## src/rtl/bali_pkg.sv

```systemverilog
// Shared definitions for the bytecode core: opcode constants,
// fetch FSM states and the instruction length decode function.
package bali_pkg;

  localparam logic [7:0] OP_BIPUSH       = 8'h10;
  localparam logic [7:0] OP_SIPUSH       = 8'h11;
  localparam logic [7:0] OP_LDC          = 8'h12;
  localparam logic [7:0] OP_ILOAD        = 8'h15;
  localparam logic [7:0] OP_ISTORE       = 8'h36;
  localparam logic [7:0] OP_IINC         = 8'h84;
  localparam logic [7:0] OP_IFEQ         = 8'h99;
  localparam logic [7:0] OP_GOTO         = 8'hA7;
  localparam logic [7:0] OP_TABLESWITCH  = 8'hAA;
  localparam logic [7:0] OP_LOOKUPSWITCH = 8'hAB;
  localparam logic [7:0] OP_INVOKESTATIC = 8'hB8;
  localparam logic [7:0] OP_WIDE         = 8'hC4;
  localparam logic [7:0] OP_IMPDEP2      = 8'hFF;

  typedef enum logic [1:0] {
    FS_ISSUE,
    FS_LATCH,
    FS_HOLD,
    FS_HALT
  } fetch_state_e;

  // Returns the instruction length in bytes; 0 marks an
  // opcode this core does not support.
  function automatic logic [1:0] op_length(
    input logic [7:0] op
  );
    logic ill;
    logic l2;
    logic l3;
    logic [1:0] len;
    ill = (op == OP_TABLESWITCH) ||
          (op == OP_LOOKUPSWITCH) ||
          (op == OP_WIDE) ||
          (op == OP_IMPDEP2);
    l2  = (op == OP_BIPUSH) ||
          (op == OP_LDC) ||
          (op == OP_ILOAD) ||
          (op == OP_ISTORE);
    l3  = (op == OP_SIPUSH) ||
          (op == OP_IINC) ||
          ((op >= OP_IFEQ) && (op <= OP_GOTO)) ||
          (op == OP_INVOKESTATIC);
    len = 2'd1;
    unique case (1'b1)
      ill:     len = 2'd0;
      l2:      len = 2'd2;
      l3:      len = 2'd3;
      default: len = 2'd1;
    endcase
    return len;
  endfunction

endpackage

```

## src/rtl/instr_len_decode.sv

```systemverilog
// Combinational opcode length decoder.
// opcode in; len out (1..3, 0 when illegal); illegal out.
module instr_len_decode
  import bali_pkg::*;
(
  input  logic [7:0] opcode,
  output logic [1:0] len,
  output logic       illegal
);

  always_comb begin
    len     = op_length(opcode);
    illegal = (len == 2'd0);
  end

endmodule

```

## src/rtl/instr_fetch.sv

```systemverilog
// Fetch stage: drives program memory address, captures the
// returned bytes and presents one instruction per valid/ready
// handshake. Ports: clk, rst_n, programcounter, mem_opcode,
// mem_arg1, mem_arg2, instr_* (valid/ready/opcode/args/pc/len),
// redirect_valid, redirect_pc, illegal_op.
module instr_fetch
  import bali_pkg::*;
#(
  parameter int SIZE     = 65536,
  parameter int RESET_PC = 0,
  localparam int PC_LEN  = $clog2(SIZE)
) (
  input  logic              clk,
  input  logic              rst_n,
  output logic [PC_LEN-1:0] programcounter,
  input  logic [7:0]        mem_opcode,
  input  logic [7:0]        mem_arg1,
  input  logic [7:0]        mem_arg2,
  output logic              instr_valid,
  input  logic              instr_ready,
  output logic [7:0]        instr_opcode,
  output logic [7:0]        instr_arg1,
  output logic [7:0]        instr_arg2,
  output logic [PC_LEN-1:0] instr_pc,
  output logic [1:0]        instr_len,
  input  logic              redirect_valid,
  input  logic [PC_LEN-1:0] redirect_pc,
  output logic              illegal_op
);

  localparam logic [PC_LEN-1:0] RST_PC =
    PC_LEN'(RESET_PC);
  localparam logic [PC_LEN:0] SIZE_W =
    (PC_LEN+1)'(SIZE);

  fetch_state_e      state_q, state_d;
  logic [PC_LEN-1:0] pc_q, pc_d;
  logic              valid_q, valid_d;
  logic [7:0]        opc_q, opc_d;
  logic [7:0]        arg1_q, arg1_d;
  logic [7:0]        arg2_q, arg2_d;
  logic [PC_LEN-1:0] ipc_q, ipc_d;
  logic [1:0]        len_q, len_d;
  logic              ill_q, ill_d;

  logic [1:0]        dec_len;
  logic              dec_ill;
  logic [PC_LEN:0]   pc_sum;
  logic [PC_LEN-1:0] pc_next;

  instr_len_decode u_len (
    .opcode  (mem_opcode),
    .len     (dec_len),
    .illegal (dec_ill)
  );

  // One extra bit so non-power-of-two SIZE still wraps
  always_comb begin
    pc_sum = {1'b0, pc_q} + (PC_LEN+1)'(len_q);
    if (pc_sum >= SIZE_W) begin
      pc_sum = pc_sum - SIZE_W;
    end
    pc_next = pc_sum[PC_LEN-1:0];
  end

  always_comb begin
    state_d = state_q;
    pc_d    = pc_q;
    valid_d = valid_q;
    opc_d   = opc_q;
    arg1_d  = arg1_q;
    arg2_d  = arg2_q;
    ipc_d   = ipc_q;
    len_d   = len_q;
    ill_d   = ill_q;
    // Redirect wins everything, including a
    // same-cycle handshake and in-flight data.
    if (redirect_valid) begin
      state_d = FS_ISSUE;
      pc_d    = redirect_pc;
      valid_d = 1'b0;
      ill_d   = 1'b0;
    end else begin
      unique case (state_q)
        FS_ISSUE: begin
          state_d = FS_LATCH;
        end
        FS_LATCH: begin
          opc_d  = mem_opcode;
          arg1_d = (dec_len >= 2'd2) ? mem_arg1 : 8'h00;
          arg2_d = (dec_len == 2'd3) ? mem_arg2 : 8'h00;
          ipc_d  = pc_q;
          len_d  = dec_len;
          if (dec_ill) begin
            state_d = FS_HALT;
            valid_d = 1'b0;
            ill_d   = 1'b1;
          end else begin
            state_d = FS_HOLD;
            valid_d = 1'b1;
          end
        end
        FS_HOLD: begin
          if (instr_ready) begin
            pc_d    = pc_next;
            valid_d = 1'b0;
            state_d = FS_ISSUE;
          end
        end
        FS_HALT: begin
          valid_d = 1'b0;
        end
        default: begin
          state_d = FS_ISSUE;
        end
      endcase
    end
  end

  always_ff @(posedge clk or negedge rst_n) begin
    if (!rst_n) begin
      state_q <= FS_ISSUE;
      pc_q    <= RST_PC;
      valid_q <= 1'b0;
      opc_q   <= 8'h00;
      arg1_q  <= 8'h00;
      arg2_q  <= 8'h00;
      ipc_q   <= '0;
      len_q   <= 2'd0;
      ill_q   <= 1'b0;
    end else begin
      state_q <= state_d;
      pc_q    <= pc_d;
      valid_q <= valid_d;
      opc_q   <= opc_d;
      arg1_q  <= arg1_d;
      arg2_q  <= arg2_d;
      ipc_q   <= ipc_d;
      len_q   <= len_d;
      ill_q   <= ill_d;
    end
  end

  assign programcounter = pc_q;
  assign instr_valid    = valid_q;
  assign instr_opcode   = opc_q;
  assign instr_arg1     = arg1_q;
  assign instr_arg2     = arg2_q;
  assign instr_pc       = ipc_q;
  assign instr_len      = len_q;
  assign illegal_op     = ill_q;

endmodule
```

## config.mk

```make
export PLATFORM = sky130hd
export DESIGN_NAME = instr_fetch
export DESIGN_NICKNAME = d
export VERILOG_FILES = /design/src/rtl/bali_pkg.sv /design/src/rtl/instr_len_decode.sv /design/src/rtl/instr_fetch.sv
export SDC_FILE = /design/constraint.sdc
export NUM_CORES = 1
export LEC_CHECK = 0
export CORE_MARGIN = 5
export CORE_UTILIZATION = 45
export DETAILED_ROUTE_END_ITERATION = 8
export PLACE_DENSITY_LB_ADDON = 0.3
export SYNTH_ARGS = -nofsm -noshare
export SYNTH_HDL_FRONTEND = slang
export SYNTH_HIERARCHICAL = 1
export SYNTH_SLANG_ARGS = --single-unit
export TNS_END_PERCENT = 20
```

## constraint.sdc

```tcl
create_clock -name clk -period 2.8 [get_ports clk]
set_input_delay 0.56 -clock clk [delete_from_list [all_inputs] [get_ports clk]]
set_output_delay 0.56 -clock clk [all_outputs]
set_load 0.005 [all_outputs]
```

* Word-level counts from Yosys, hierarchy flattened
Cells that the tools add are included.
** Storage, ports and cells
- Register bits after elaboration :: 62
- Input bits :: 44
- Output and inout bits :: 60
- Word-level logic and storage cells :: 73
** Operators by class
- Add/subtract/negate cells :: 2
- $lt $le $gt $ge :: 4
- Equality and inequality tests :: 16
- Multiplexer cells :: 18
- Bitwise gates (word level) :: 1
- Reduce and logical (&&, ||, !) cells :: 23
** Operator list (number)
- 16-bit 2-to-1 mux :: 4
- 8-bit == test (second input constant) :: 6
- 8-bit by 5-bit == test with 1-bit output (second input constant) :: 4
- 16-bit by 2-bit adder with 17-bit output :: 1
- 17-bit >= comparator (second input constant) :: 1
- 8-bit 2-to-1 mux :: 2
- 16-bit by 1-bit subtractor with 16-bit output (second input constant) :: 1
- 2-bit one-hot mux with 3 select lines :: 2
- 2-bit AND reduction :: 5
- 1-bit logical OR :: 9
- 8-bit by 6-bit == test with 1-bit output (second input constant) :: 1
- 8-bit >= comparator (second input constant) :: 1
- 8-bit less-or-equal comparator (second input constant) :: 1
- 2-bit nonzero test :: 4
- 4-bit nonzero test :: 2
- 1-bit 2-to-1 mux :: 7
- 2-bit == test (second input constant) :: 3
- 2-bit logical NOT :: 2
- 2-bit 2-to-1 mux :: 2
- 3-bit inequality test (second input constant) :: 1
- 1-bit one-hot mux with 3 select lines :: 1
- 2-bit by 1-bit == test with 1-bit output (second input constant) :: 1
- 2-bit >= comparator (second input constant) :: 1
- 1-bit logical AND :: 1
- 1-bit NOT :: 1

* Logic depth before layout (Yosys ltp)
Gate-level depths: netlist of the first run.
- Depth after elaboration :: 9
- Gate-level depth with buffers :: 10
- Mapped depth without buffers :: 7

* Hierarchy
Netlist of the first run, hierarchy kept.
** By module, submodules not included
- instr_fetch :: instances 1, cells an instance 305, area an instance 2776.4 um^2, seq. area each 1551.5 um^2
- instr_len_decode :: instances 1, cells an instance 32, area an instance 200.2 um^2, seq. area each 0.0 um^2

* Worst setup path after synthesis of the first run
OpenSTA, ideal clock, no wires.
- Path kind :: input to register
- From :: input mem_opcode[2]
- To :: register arg2_q[0], in the netlist instr_arg2[0]
- Arrival time :: 2.313 ns
- Required time :: 2.734 ns
- Path slack :: 0.421 ns
- Cell stages on the path :: 10
- Path buffers :: 3
- Cells stage by stage :: buf_6 or4b_1 o21ai_1 a31oi_1 a311oi_1 clkbuf_1 and2_1 clkbuf_2 nand3_1 nand2_1
** Between the ends
- Word-level cells in the longest chain between the ends :: 7
- Elaborated cells between the ends (all ways) :: 26
** RTL lines
- from (decl) :: line instr_fetch.sv:16 : input logic [7:0] mem_opcode,
- 8-bit >= comparator (tied with other cells) :: line bali_pkg.sv:45 : ((op >= OP_IFEQ) && (op <= OP_GOTO)) ||
- 1-bit logical AND (tied with other cells) :: line bali_pkg.sv:45
- 1-bit logical OR, on equally long branches :: line bali_pkg.sv:44, bali_pkg.sv:36, bali_pkg.sv:40
- 1-bit logical OR, on equally long branches :: line bali_pkg.sv:45, bali_pkg.sv:37, bali_pkg.sv:41
- 2-bit one-hot mux with 3 select lines (*) :: line bali_pkg.sv:48 : unique case (1'b1)
- net dec_len[1] :: line instr_fetch.sv:46 : logic [1:0] dec_len;
- 2-bit == test (*) :: line instr_fetch.sv:91 : arg2_d = (dec_len == 2'd3) ? mem_arg2 : 8'h00;
- 8-bit 2-to-1 mux (*) :: line instr_fetch.sv:91
- to (signal assigned) :: line instr_fetch.sv:137 : arg2_q <= arg2_d;
- to (decl) :: line instr_fetch.sv:41 : logic [7:0] arg2_q, arg2_d;
Mark *: on every way through the listed nets, which the timed path passes. The rest lies on a longest branch.
A chain may end at the register's enable or synchronous reset.

* Worst setup path in the final report of the first run
- From :: input mem_opcode[2]
- To :: register arg2_q[3], in the netlist instr_arg2[3]
Same word-level chain as after synthesis.

==> impl_summary.log, run 1 <==
INFO  metric antenna_violations_before_repair = 0
INFO  metric drive_above_1_share = 8.204%
INFO  metric cts_hold_buf = 0
INFO  metric power.ir.vdd_worst = between 400 and 500 uV
INFO  metric mappedNetlistArea = 2977 sq um
INFO  metric fin_ws = 0.4244 ns
INFO  metric detail_route.wirelength = 8.114 mm
INFO  metric postSynth.asyncResetShare = 100.0%
INFO  metric cts_post_setup_buffers_inserted = 0
INFO  metric setup_total_negative_slack = 0 ns
INFO  metric netlist_top_cells_count = nand2_1 (120), dfrtp_1 (62), nand3_1 (22), o21ai_0 (15)
INFO  metric via_count_of_the_first_global_routing_pass = 2,675
INFO  metric critPathArrivalTime = ~2.7 ns
INFO  metric ys_dominant_reg_cell = dfrtp_1
INFO  metric timing.slew.headroom = between 40 and 50%
INFO  metric synth_seq_area_share = 52.12%
INFO  metric pin_count = 104
INFO  metric finish.instance_area = approximately 4300 sq um
INFO  metric clk-insertion-delay-late = about 0.33 ns
INFO  metric post_cts.resized_instances = 0
INFO  metric initial_utilization = 46.61%
INFO  metric finish.cell_count_without_fillers = roughly 530
INFO  metric postLayoutCoreUtil = between 60% and 70%
INFO  metric detail_route.drc_violations = 0
INFO  metric cts_root_buf = clkbuf_8
INFO  metric detailedRoute.firstPassIterationCount = 4
INFO  metric critical_register_to_register_path_endpoint = programcounter[14]
INFO  metric grt_overflow_total = 0
INFO  metric outcome = complete, no violations
INFO  metric max_slew.worst_pin.slew = 0.7823 ns
INFO  metric final.setup_skew = 0.006988 ns
INFO  metric die_w = just over 90 um
INFO  metric count_of_flip_flops_with_a_built_in_enable_after_synthesis = 0
INFO  metric wire_length_of_the_first_global_routing_pass = roughly 13 mm
INFO  metric hpwl_after_detailed_placement = 5.839 mm
INFO  metric global_route.usage.total = approximately a fifth
INFO  metric power-per-cell-area = about 640 nW/um^2
INFO  metric startpoint_class = input port
INFO  metric worstRegToRegCells = 7
INFO  metric clk_pin_slew = roughly 0.07 ns
INFO  metric total_number_of_h_tree_levels = 3
INFO  metric cts_buffers = 9
INFO  metric maxClockFrequency = around 0.42 GHz
INFO  metric most_numerous_cell_in_the_yosys_netlist = nand2_1
INFO  metric cp-end-kind = flip-flop
INFO  metric yosys_register_bits = slightly above 60
INFO  metric crit_fanout = 8
INFO  metric critical_path_required = 3.07 ns
INFO  metric cts_tree = built
INFO  metric fillCellCount = 530
INFO  metric insertedDiodeCount = 0
INFO  metric cts_max_path_buffers = 2
INFO  metric synth.top_cell.area_share = 52.12%
INFO  metric first_iter_violations = between 100 and 150
INFO  metric placed_area = just over 4000 sq um
INFO  metric post_drt_via_cell_ratio = just over 5
INFO  metric criticalPathCategory = input port to flip-flop
INFO  metric drt-wirelength-per-cell = 15.37 um
INFO  metric port-buffer-count = 103
INFO  metric placement_rows = 29
INFO  metric synthDistinctLibCells = 48
INFO  metric syn-num-nets = roughly 380
INFO  metric drv_cap = 0
INFO  metric setup.reg_to_reg.worst_slack = 0.46 ns
INFO  metric via_count = 2,738
INFO  metric slew_violations = 0
INFO  metric finalWeightedCongestion = 0.8405
INFO  metric cellLeakagePower = 0.001972 uW
INFO  metric chipHeight = 91.33 um
INFO  metric reg2reg_from = programcounter[0]
INFO  metric detailedPlace.worstSlack = 0.1099 ns
INFO  metric number_of_cells_produced_by_synthesis = 337
INFO  metric rsz0062_at_grt = no
INFO  metric dp.cells = roughly 510
INFO  metric final_nets = 493
INFO  metric core_area = approximately 6400 sq um
INFO  metric synthesis.yosys.warnings = 6
INFO  metric finalCriticalPeriod = 2.376 ns
INFO  metric area_growth_syn_to_layout = 45.61%
INFO  metric ant_nets = 0
INFO  metric die_area = between 8000 and 9000 sq um
INFO  metric cts.sinks = 62
INFO  metric netlist.top_cell.by_area = dfrtp_1
INFO  metric syn_area_per_cell = roughly 9 sq um
INFO  metric final_min_period_over_clock_period = 84.84%
INFO  metric setup-violations-final = 0
INFO  metric final-hold-violation-count = 0
INFO  metric worstHoldPathType = input port to asynchronous set/reset pin
INFO  metric grt_start_max_net_pins = 63
INFO  metric synth_area_leaders = dfrtp_1 (52%), nand2_1 (15%), nand3_1 (3.7%), o21ai_0 (2.5%), xnor2_1 (2.1%)
registers in the layout, indices dropped and copies added (netlist names):
name	flops
instr_len	2
instr_pc	16
instr_arg2	8
state_q	2
illegal_op	1
instr_arg1	8
programcounter	16
instr_opcode	8
instr_valid	1
power by group:
part / internal, uW / switching [uW] / leakage [uW] / total, uW
clock network: 523 / 333 / 0.000110 / 856
logic: 432 / 292 / 0.00108 / 724
registers: 1060 / 128 / 0.000785 / 1180
stage by stage:
| stage | power [uW] | hold slack [ns] |
|---|---|---|
| 3_5_place_dp | 1930 | 0.4554 |
| 4_1_cts | 2795 | 0.4115 |
| 3_3_place_gp | 1910 | 0.4490 |
| 2_1_floorplan | 1427 | 0.2644 |
| 5_1_grt | 2908 | 0.4687 |
| 6_report | 2765 | 0.3941 |
cells in the final DEF, fill, tap and decap left out, drive strengths merged, types with 2 or more instances in the layout:
master and count:
nand2 121, clkdlybuf4s50 102, dfrtp 62, nand3 23, o21ai 17, buf 14
nor2 13, clkbuf 12, inv 10, xnor2 7, nor4 6, nand4 5
nor3 5, a31oi 4, nor3b 4, nand2b 3, a21oi 3, mux2i 3
nor2b 3, o31a 3, a31o 2, or4 2, o211ai 2, ha 2
bufinv 2, clkinv 2, a41oi 2, nand3b 2, or2 2
logic make-up (layout without fill, tap and decap cells):
family	after synthesis	in the layout	share of synthesized area [%]
flops	62	62	52.12
fa+ha+maj	3	3	1.513
mux	3	3	1.009
buf+inv	28	142	4.119
simple gates	195	195	30.73
xor+xnor	8	8	2.354
compound gates	38	38	8.155
layout make-up:
class	count	area (sq um)	share of cell area, %
timing repair buffer	116	1124	25.92
multi-input combinational	247	1310	30.23
tap	77	96.34	2.223
clock inverter	4	70.07	1.617
sequential	62	1551	35.80
clock buffer	12	145.1	3.349
inverter	10	37.54	0.8661
how the worst max path moves through the flow:
stage / from / endpoint / slack [ns] / cells past startpoint
floorplan: mem_opcode[2] / instr_arg2[0] / 0.42 / 10
global placement: mem_opcode[2] / instr_arg2[4] / 0.11 / 8
detailed placement: mem_opcode[2] / instr_arg2[3] / 0.11 / 8
CTS: mem_opcode[2] / instr_arg2[3] / 0.43 / 8
global route: mem_opcode[0] / instr_arg2[7] / 0.21 / 8
finish: mem_opcode[2] / instr_arg2[3] / 0.42 / 8
worst max-delay path, cell delays in order:
cell             delay (ns)
clkdlybuf4s50_1        0.42
or4b_1                 0.52
o21ai_1                0.09
a31oi_1                0.11
a311oi_1               0.37
and2_1                 0.36
nand3_1                0.12
nand2_1                0.08
routing by layer:
layer	wire, um	track usage, %	part of all wire [%]	up-vias
met5	0	0	0	-
met4	85	8.191	1.0	0
met3	488	4.050	6.0	6
met2	4000	32.03	49	79
met1	3540	25.77	44	1301
li1	-	-	-	1352
(Power assumes the default switching activity.)
==> inputs of run 2 (changes only) <==
==> constraint.sdc (replaced) <==
create_clock -name clk -period 2.21 [get_ports clk]
set_input_delay 0.442 -clock clk [delete_from_list [all_inputs] [get_ports clk]]
set_output_delay 0.442 -clock clk [all_outputs]
set_load 0.005 [all_outputs]
==> run 2 against run 1 <==
Critical path depth is 2 lower. Via count up 3.0%. Routed wire length up 2.3%. Core utilization up 2.6 points. Non-clock buffer count up 12. Sequential power increased by 26%. Die area unchanged. Clock skew about the same. Critical endpoint is now programcounter[10]. Critical path type is now flip-flop to flip-flop. Power rose by 31%. Hold slack got worse by 0.29 ns.
==> impl_summary.log, run 2 (synthesis results as in run 1) <==
INFO  metric timing.critical_path.from = instr_len[0]
INFO  metric clk_pin_slew = 0.07 ns (about the same)
INFO  metric insertedDiodeCount = 0 (unchanged)
INFO  metric finalCriticalPeriod = 2.154 ns
INFO  metric tot_pwr = 3615 uW (+31%)
INFO  metric cp-end-kind = flip-flop
INFO  metric postLayoutCoreUtil = 70.44% (+2.6 points)
INFO  metric core_area = 6386 sq um (unchanged)
INFO  metric hpwl_after_detailed_placement = 6.050 mm (+3.6%)
INFO  metric crit_slowest_cell = or4_4
INFO  metric most_frequent_standard_cell_in_the_layout_excluding_fill_and_tap_cells = nand2_1
INFO  metric finish.instance_area = 4498 sq um (+3.8%)
INFO  metric initial_utilization = 46.61% (unchanged)
INFO  metric setup-violations-final = 0 (unchanged)
INFO  metric dp.cells = 524 (+2.3%)
INFO  metric cts_tree = built
INFO  metric power-per-cell-area = 803.7 nW/um^2 (+26%)
INFO  metric cts_buffers = 9 (unchanged)
INFO  metric hold-worst-slack = 0.1032 ns (-0.2909 ns)
INFO  metric placement_rows = 29 (unchanged)
INFO  metric chipHeight = 91.33 um (unchanged)
INFO  metric grt_start_max_net_pins = 40 (-37%)
INFO  metric crit_fanout = 4 (-4)
INFO  metric critical_path.cell_chain = ha_1 -> inv_1 -> fa_2 -> or4_4 -> or4_1 -> nand3_1
INFO  metric antenna_violations_before_repair = 0 (unchanged)
INFO  metric first_iter_violations = 130 (-3.0%)
INFO  metric cp_slowest_stage_delay = 0.55 ns (+0.03 ns)
INFO  metric criticalPathCategory = flip-flop to flip-flop
INFO  metric placed_area = 4247 sq um (+3.1%)
INFO  metric detailedRoute.firstPassIterationCount = 5 (+1)
INFO  metric port-buffer-count = 103 (unchanged)
INFO  metric die_area = 8341 sq um (unchanged)
INFO  metric drive_above_1_share = 11.66% (+3.5 points)
INFO  metric cts.sinks = 62 (unchanged)
INFO  metric via_count = 2,819 (+3.0%)
INFO  metric global_route.usage.total = 20.37% (+0.62 points)
INFO  metric timing.slew.headroom = 61.06% (+13 points)
INFO  metric outcome = complete, no violations
INFO  metric cpLargestDelayFamily = simple AND/OR/NAND/NOR gates
INFO  metric grt_overflow_total = 0 (unchanged)
INFO  metric die_w = 91.33 um (unchanged)
INFO  metric final_min_period_over_clock_period = 97.49%
INFO  metric ant_nets = 0 (unchanged)
INFO  metric drt-wirelength-per-cell = 15.36 um (about the same)
INFO  metric final-hold-violation-count = 0 (unchanged)
INFO  metric rsz0062_at_grt = yes
INFO  metric cellLeakagePower = 0.002065 uW (+4.7%)
INFO  metric setup.reg_to_reg.worst_slack = 0.06 ns (-0.40 ns)
INFO  metric pin_count = 104 (unchanged)
INFO  metric startpoint_class = flip-flop
INFO  metric cts_hold_buf = 0 (unchanged)
INFO  metric cts_max_path_buffers = 2 (unchanged)
INFO  metric cp_num_buf_inv = 1 (unchanged)
INFO  metric max_slew.worst_pin.slew = 0.5841 ns (-0.1982 ns)
INFO  metric clk-insertion-delay-late = 0.33 ns (about the same)
INFO  metric detail_route.drc_violations = 0 (unchanged)
INFO  metric total_number_of_h_tree_levels = 3 (unchanged)
INFO  metric mostFrequentLayoutCells = nand2_1 (120), clkdlybuf4s50_1 (101), dfrtp_1 (62)
INFO  metric finish.cell_count_without_fillers = 540 (+2.3%)
INFO  metric detail_route.wirelength = 8.297 mm (+2.3%)
INFO  metric cts_root_buf = clkbuf_8
INFO  metric final.setup_skew = 0.007448 ns (+0.0004599 ns)
INFO  metric finalWeightedCongestion = 0.8489 (+1.0%)
INFO  metric area_growth_syn_to_layout = 51.11%
INFO  metric final_nets = 505 (+2.4%)
INFO  metric cts_post_setup_buffers_inserted = 0 (unchanged)
INFO  metric critPathArrivalTime = 2.42 ns (-0.23 ns)
INFO  metric critical_path_required = 2.48 ns (-0.59 ns)
INFO  metric worstHoldPathType = input port to asynchronous set/reset pin
INFO  metric via_count_of_the_first_global_routing_pass = 2,902 (+8.5%)
INFO  metric wire_length_of_the_first_global_routing_pass = 13.93 mm (+4.5%)
INFO  metric slew_violations = 0 (unchanged)
INFO  metric post_drt_via_cell_ratio = 5.220 (+0.67%)
INFO  metric power.ir.vdd_worst = 444.5 uV (+9.4%)
INFO  metric drv_cap = 0 (unchanged)
INFO  metric maxClockFrequency = 0.4642 GHz
INFO  metric reg2reg_from = instr_len[0]
## run 2: final cells by class
cell class              count  area (sq um)
repair buffers            128          1254
flip-flops and latches     62          1551
fillers                   514          1888
multi-input cells         247          1325
inverters                  10         37.54
clock buffers              13         168.9
well taps                  77         96.34
clock inverters             3         65.06
## run 2: report_power, final
part	internal [uW]	switching [uW]	leakage, uW
combinational	579	393	0.00116
sequential	1340	152	0.000785
clock	727	425	0.000120
total	2640	971	0.00207
## run 2: through the flow
stage                      TNS, ns  setup WS [ns]
after floorplan                  0        0.03741
after global placement      -5.054        -0.3844
after detailed placement    -4.960        -0.3960
after CTS                        0        0.05048
after global routing      -0.05833       -0.04225
final                            0        0.05557
## run 2: repair_timing
action	4_1_cts	5_1_grt
gates resized for setup	4	2
endpoints found under the setup margin	9	12
pin swaps	0	5
## run 2: path summary, 6_finish.rpt
| kind | endpoint | cells after the start |
|---|---|---|
| setup / recovery | programcounter[10] | 6 |
| hold / removal | instr_opcode[1] | 1 |
| setup reg to reg | programcounter[10] | 6 |
| hold reg to reg | instr_arg2[1] | 2 |
| max in group asynchronous | instr_pc[13] | 2 |
| min in group clk | instr_arg2[1] | 2 |
## run 2: routing by layer
metal	GRT usage, %	wire length, um
met5	0	0
met4	6.601	68
met3	6.364	586
met2	31.85	4038
met1	27.04	3605
